### src/rtl/mem_arbiter.sv
// mem_arbiter
//   Shares one downstream memory port between the instruction-read,
//   data-read and data-write requesters. Each requester owns a single
//   pending slot; an FSM grants one slot at a time (write > data read >
//   instruction read) and runs one outstanding transaction downstream.
//   Read data returns with its echoed address to the owning requester;
//   writes complete with a DATA_WDONE pulse. MEM_WAIT stalls the core.
//
// Optional feature (macro SASANQUA_ARB_STARVE_GUARD_EN):
//   When defined, a 4-bit counter tracks data grants made while an
//   instruction read waits. Once it reaches STARVE_LIMIT, the next grant
//   goes to the instruction read. When undefined, priority is strict.
//
// Ports:
//   CLK, RST                  clock, asynchronous active-low reset
//   INST_RDEN/RIADDR          instruction read request
//   INST_RVALID/ROADDR/RDATA  instruction read return
//   DATA_RDEN/RIADDR          data read request
//   DATA_RVALID/ROADDR/RDATA  data read return
//   DATA_WREN/WADDR/WSTRB/WDATA  data write request
//   DATA_WDONE                write-complete pulse
//   MEM_WAIT                  pipeline stall
//   MEM_REQ/WE/ADDR/STRB/WDATA   downstream request
//   MEM_ACK                   downstream request accepted
//   MEM_RVALID/RDATA          downstream read response
//   MEM_BVALID                downstream write response

module mem_arbiter #(
    parameter int STARVE_LIMIT = 4
) (
    input  logic        CLK,
    input  logic        RST,
    input  logic        INST_RDEN,
    input  logic [31:0] INST_RIADDR,
    output logic        INST_RVALID,
    output logic [31:0] INST_ROADDR,
    output logic [31:0] INST_RDATA,
    input  logic        DATA_RDEN,
    input  logic [31:0] DATA_RIADDR,
    output logic        DATA_RVALID,
    output logic [31:0] DATA_ROADDR,
    output logic [31:0] DATA_RDATA,
    input  logic        DATA_WREN,
    input  logic [31:0] DATA_WADDR,
    input  logic [3:0]  DATA_WSTRB,
    input  logic [31:0] DATA_WDATA,
    output logic        DATA_WDONE,
    output logic        MEM_WAIT,
    output logic        MEM_REQ,
    output logic        MEM_WE,
    output logic [31:0] MEM_ADDR,
    output logic [3:0]  MEM_STRB,
    output logic [31:0] MEM_WDATA,
    input  logic        MEM_ACK,
    input  logic        MEM_RVALID,
    input  logic [31:0] MEM_RDATA,
    input  logic        MEM_BVALID
);

    localparam logic [1:0] S_IDLE   = 2'd0;
    localparam logic [1:0] S_ISSUE  = 2'd1;
    localparam logic [1:0] S_WAIT_R = 2'd2;
    localparam logic [1:0] S_WAIT_B = 2'd3;

    logic [1:0]  state, state_nxt;
    logic        own_inst;           // read owner: 1 = instruction, 0 = data

    logic        i_vld, d_vld, w_vld;
    logic [31:0] i_addr, d_addr, w_addr, w_data;
    logic [3:0]  w_strb;

    logic        gnt_i, gnt_d, gnt_w, gnt_any;
    logic        i_vld_nxt, d_vld_nxt, w_vld_nxt, w_load;

`ifdef SASANQUA_ARB_STARVE_GUARD_EN
    localparam logic [3:0] STARVE_LIM4 = 4'(STARVE_LIMIT);
    logic [3:0] starve_cnt;
    logic       starve_hit;

    assign starve_hit = i_vld && (starve_cnt == STARVE_LIM4);

    // Counts data grants made over a waiting fetch; any fetch grant or an
    // empty instruction slot restarts the count.
    always_ff @(posedge CLK or negedge RST) begin
        if (!RST)
            starve_cnt <= 4'd0;
        else if (gnt_i || !i_vld)
            starve_cnt <= 4'd0;
        else if (gnt_d || gnt_w)
            starve_cnt <= starve_cnt + 4'd1;
    end
`else
    // The limit only matters when the starvation guard is built in.
    logic [31:0] unused_starve_limit;
    assign unused_starve_limit = 32'(STARVE_LIMIT);
`endif

    // Grant decision is only taken in IDLE.
    always_comb begin
        gnt_i = 1'b0;
        gnt_d = 1'b0;
        gnt_w = 1'b0;
        if (state == S_IDLE) begin
`ifdef SASANQUA_ARB_STARVE_GUARD_EN
            if (starve_hit)  gnt_i = 1'b1;
            else if (w_vld)  gnt_w = 1'b1;
            else if (d_vld)  gnt_d = 1'b1;
            else if (i_vld)  gnt_i = 1'b1;
`else
            if (w_vld)       gnt_w = 1'b1;
            else if (d_vld)  gnt_d = 1'b1;
            else if (i_vld)  gnt_i = 1'b1;
`endif
        end
    end

    assign gnt_any = gnt_i | gnt_d | gnt_w;

    // A fresh pulse on the grant edge refills the slot; a second write
    // while the write slot is still pending is dropped.
    assign w_load    = DATA_WREN & (~w_vld | gnt_w);
    assign i_vld_nxt = INST_RDEN | (i_vld & ~gnt_i);
    assign d_vld_nxt = DATA_RDEN | (d_vld & ~gnt_d);
    assign w_vld_nxt = w_load | (w_vld & ~gnt_w);

    always_comb begin
        state_nxt = state;
        case (state)
            S_IDLE:   if (gnt_any)    state_nxt = S_ISSUE;
            S_ISSUE:  if (MEM_ACK)    state_nxt = MEM_WE ? S_WAIT_B : S_WAIT_R;
            S_WAIT_R: if (MEM_RVALID) state_nxt = S_IDLE;
            S_WAIT_B: if (MEM_BVALID) state_nxt = S_IDLE;
            default:                  state_nxt = S_IDLE;
        endcase
    end

    // Slot valid flags
    always_ff @(posedge CLK or negedge RST) begin
        if (!RST) begin
            i_vld <= 1'b0;
            d_vld <= 1'b0;
            w_vld <= 1'b0;
        end else begin
            i_vld <= i_vld_nxt;
            d_vld <= d_vld_nxt;
            w_vld <= w_vld_nxt;
        end
    end

    // Slot payloads; a read pulse overwrites a pending address so the
    // latest request wins.
    always_ff @(posedge CLK) begin
        if (INST_RDEN) i_addr <= INST_RIADDR;
        if (DATA_RDEN) d_addr <= DATA_RIADDR;
        if (w_load) begin
            w_addr <= DATA_WADDR;
            w_strb <= DATA_WSTRB;
            w_data <= DATA_WDATA;
        end
    end

    // FSM, downstream request and return registers
    always_ff @(posedge CLK or negedge RST) begin
        if (!RST) begin
            state       <= S_IDLE;
            own_inst    <= 1'b0;
            MEM_WAIT    <= 1'b0;
            MEM_REQ     <= 1'b0;
            MEM_WE      <= 1'b0;
            MEM_ADDR    <= 32'd0;
            MEM_STRB    <= 4'd0;
            MEM_WDATA   <= 32'd0;
            INST_RVALID <= 1'b0;
            INST_ROADDR <= 32'd0;
            INST_RDATA  <= 32'd0;
            DATA_RVALID <= 1'b0;
            DATA_ROADDR <= 32'd0;
            DATA_RDATA  <= 32'd0;
            DATA_WDONE  <= 1'b0;
        end else begin
            state       <= state_nxt;
            // Registered from next-state values so it rises with the slot.
            MEM_WAIT    <= i_vld_nxt | d_vld_nxt | w_vld_nxt | (state_nxt != S_IDLE);
            INST_RVALID <= 1'b0;
            DATA_RVALID <= 1'b0;
            DATA_WDONE  <= 1'b0;
            case (state)
                S_IDLE: begin
                    if (gnt_any) begin
                        MEM_REQ   <= 1'b1;
                        MEM_WE    <= gnt_w;
                        own_inst  <= gnt_i;
                        MEM_ADDR  <= gnt_w ? w_addr : (gnt_d ? d_addr : i_addr);
                        MEM_STRB  <= gnt_w ? w_strb : 4'hF;
                        MEM_WDATA <= gnt_w ? w_data : 32'd0;
                    end
                end
                S_ISSUE: begin
                    if (MEM_ACK) MEM_REQ <= 1'b0;
                end
                S_WAIT_R: begin
                    // MEM_ADDR still holds the granted address here.
                    if (MEM_RVALID) begin
                        if (own_inst) begin
                            INST_RVALID <= 1'b1;
                            INST_ROADDR <= MEM_ADDR;
                            INST_RDATA  <= MEM_RDATA;
                        end else begin
                            DATA_RVALID <= 1'b1;
                            DATA_ROADDR <= MEM_ADDR;
                            DATA_RDATA  <= MEM_RDATA;
                        end
                    end
                end
                S_WAIT_B: begin
                    if (MEM_BVALID) DATA_WDONE <= 1'b1;
                end
                default: ;
            endcase
        end
    end

endmodule
### config.mk
export PLATFORM = sky130hd
export DESIGN_NAME = mem_arbiter
export DESIGN_NICKNAME = d
export VERILOG_FILES = /design/src/rtl/mem_arbiter.sv
export SDC_FILE = /design/constraint.sdc
export NUM_CORES = 1
export LEC_CHECK = 0
export ABC_AREA = 1
export BUFFER_PORTS_ARGS = -buffer_cell sky130_fd_sc_hd__buf_2
export CORE_AREA = 5 5 202 126
export CTS_CLUSTER_SIZE = 16
export DETAILED_ROUTE_END_ITERATION = 7
export DIE_AREA = 0 0 207 131
export PLACE_DENSITY = 0.85
export SETUP_SLACK_MARGIN = 0.02
export SLEW_MARGIN = 20
export SYNTH_ARGS = -nofsm -noshare
export SYNTH_HDL_FRONTEND = slang
export SYNTH_SLANG_ARGS = --single-unit
### constraint.sdc
create_clock -name CLK -period 7.4 [get_ports CLK]
set_input_delay 1.48 -clock CLK [delete_from_list [all_inputs] [get_ports CLK]]
set_output_delay 1.48 -clock CLK [all_outputs]
set_load 0.005 [all_outputs]
==> out/metrics.cfg <==
[global_routing]
antenna_found_initial = 10
grt_first_pass_wirelength_mm = 51.6
grt_max_degree = 100
grt_pass1_vias = 9361
overflow = 0
grt.total_usage = 0.242

[cells_and_area]
ff_latch_area_sq_um = 9170
nNetsFinal = 1661
final_cells = 1841
area_growth_pct = 22.4
multi_input_area_sq_um = 3000
n_fill_cell = 1782
drive_gt1_frac = 0.320

[synthesis]
ys_seq_area_frac = 0.712
syn_area_per_cell_sq_um = 11.3
synth_area_leaders = dfrtp_1 (40%), edfxtp_1 (31%), nand2_1 (9.7%)
yosys_warnings = 0
synthDistinctLibCells = 22
synthCells = 1137
ys_ff_latch = 340
synth_top_area_frac = 0.404
yosys.area.top_type = dfrtp_1
synth_area_sq_um = 12900
syn_nets = 1309

[sta]
fin_skew_ns = 0.00999
fmax_mhz = 361
period_needed_ns = 2.77
setup_viol = 0
period_share = 0.375
slew_violations = 0
worst_pin_slew_ns = 0.989
fin_setup_tns_ns = 0
relSlewSlack = 0.340
rsz0062_at_grt = false
hold_violations = 0

[routing]
vias = 9479
drt_iter0_drc = 795
wl_per_cell_um = 18.4
ant_nets = 0
wl_mm = 33.8
dr.pass1.iters = 5
drc = 0
viasPerCell = 5.15

[power_and_ir_drop]
power.static_leakage_nw = 7.96
vdd_drop_max_uv = 236
p_total_w = 0.00603
power_density_nw_per_um2 = 382

[clock_network]
cts_buffers = 30
clock_path_buffers = 3
clk_pin_slew_ns = 0.07
clk_latency_ns = 0.55
cts-root-buf = clkbuf_16
cts.sinks = 340
htree_levels = 1
post_cts_resized = 0
postCtsSetupRepairBufs = 0
cts_tree = done
ctsHoldBuffers = 0

[placement]
dp_hpwl_mm = 23.4
dp_cells = 1779
io_buffers = 373
gp_congestion = 0.881

[worst_setup_path]
cpPeakStageDelay_ns = 0.82
critPathArrivalTime_ns = 3.24
path_cells = buf_2, nand3_4, buf_4, nand2_1, o21ai_2
setup.worst_path.start = MEM_RVALID
endpoint_kind = flop
cp-start-kind = input pin
critical_path_class = input pin to flop
crit_fanout = 85
required_ns = 7.87
r2r_start = w_vld
slowest_stage = buf_4

[floorplanning]
die_x_um = 207
start_util = 0.547
coreArea_sq_um = 23600
fp-row-count = 44
die_y_um = 131
num_io_pins = 374
die-area_sq_um = 27100

[flow_run]
cap_viol_max_count = 0

[hold_path]
hp-start = MEM_WDATA[23]
hold_path_class = flop to flop

[run_status]
status = finished, final reports clean

[sequential cells by signal, summed over array words and instances, names as in the netlist, 2 cells and up]
| signal | cells |
|---|---|
| DATA_RDATA | 32 |
| INST_ROADDR | 32 |
| w_data | 32 |
| MEM_STRB | 4 |
| DATA_ROADDR | 32 |
| MEM_WDATA | 32 |
| INST_RDATA | 32 |
| w_strb | 4 |
| w_addr | 32 |
| MEM_ADDR | 32 |
| i_addr | 32 |
| state | 2 |
| d_addr | 32 |
[where the power goes]
group | internal [W] | switching [W] | leakage, nW
combinational | 0.000622 | 0.00110 | 3.52
sequential | 0.00250 | 0.000306 | 3.96
clock | 0.000833 | 0.000670 | 0.473
[critical path, delay by kind of cell]
kind                   cells  cell delay (ns)
AO/OA/AOI/OAI              1             0.11
buffers and inverters      2             0.96
AND/OR/NAND/NOR            2             0.58
[path summary, 6_finish.rpt]
path	end	slack, ns	cells after the start
worst max register to register	w_addr[10]	4.67	5
worst max-delay path	INST_RDATA[27]	4.63	5
worst min-delay path	MEM_WDATA[23]	0.47	2
min in group asynchronous	MEM_ADDR[29]	0.89	1
worst min register to register	MEM_WDATA[23]	0.47	2
max in group asynchronous	DATA_ROADDR[3]	5.26	2
[routing by layer]
metal	share of wire	GRT usage	vias up	wire length (um)
li1	-	-	4404	-
met1	0.40	0.321	4524	13400
met2	0.48	0.400	465	16200
met3	0.094	0.0682	80	3180
met4	0.031	0.0723	6	1030
met5	0.0014	0	-	47
[cells in the final DEF, fill, tap and decap left out]
| master | count |
|---|---|
| o21ai_2 | 46 |
| nand2_1 | 333 |
| o21ai_1 | 64 |
| nand3_2 | 1 |
| buf_2 | 372 |
| buf_4 | 7 |
| dfrtp_1 | 208 |
| nor2_4 | 3 |
| diode_2 | 7 |
| nor2_2 | 1 |
| buf_6 | 1 |
| nor2_1 | 82 |
| clkinv_2 | 5 |
| clkbuf_8 | 7 |
| inv_6 | 1 |
| nand2_8 | 1 |
| clkbuf_1 | 9 |
| clkbuf_2 | 1 |
| inv_1 | 78 |
| nor3_1 | 1 |
| inv_2 | 1 |
| nand2_2 | 1 |
| edfxtp_1 | 132 |
| nand3_1 | 101 |
| inv_4 | 3 |
| o21ai_0 | 20 |
| clkbuf_16 | 31 |
| nand3_4 | 2 |
[logic make-up after synthesis]
| group | synth area share |
|---|---|
| AOI/OAI and AO/OA | 0.0639 |
| and+or+nand+nor | 0.166 |
| DFF | 0.712 |
| buffers and inverters | 0.0586 |
[cells in the mapped netlist]
| cell | count |
|---|---|
| o21ai_2 | 46 |
| nand3_2 | 3 |
| nor2_4 | 1 |
| o21ai_0 | 20 |
| inv_1 | 78 |
| nor2_1 | 83 |
| buf_2 | 16 |
| dfrtp_1 | 208 |
| clkbuf_1 | 13 |
| nor3_1 | 1 |
| clkbuf_8 | 2 |
| nand2_2 | 2 |
| inv_4 | 1 |
| inv_2 | 1 |
| nor2_2 | 2 |
| buf_6 | 23 |
| buf_1 | 4 |
| buf_4 | 3 |
| o21ai_1 | 64 |
| nand2_1 | 333 |
| edfxtp_1 | 132 |
| nand3_1 | 101 |
[final cells by class]
type | count | area share
Antenna cell | 7 | 0.00111
Clock buffer | 47 | 0.0569
Clock inverter | 8 | 0.00293
Inverter | 80 | 0.0192
Multi-Input combinational cell | 656 | 0.190
Sequential cell | 340 | 0.581
Tap cell | 322 | 0.0255
Timing Repair Buffer | 381 | 0.123
[through the flow]
stage,setup slack (ns),area [sq um],util,hold slack (ns)
2_1_floorplan,2.57,12900,-,0.455
3_3_place_gp,4.22,14800,0.628,0.450
3_5_place_dp,4.14,14800,0.628,0.453
4_1_cts,4.57,15700,0.668,0.469
5_1_grt,4.50,15800,0.669,0.486
6_report,4.63,15800,0.670,0.466
Note: power is estimated with default switching activity, not from simulation.
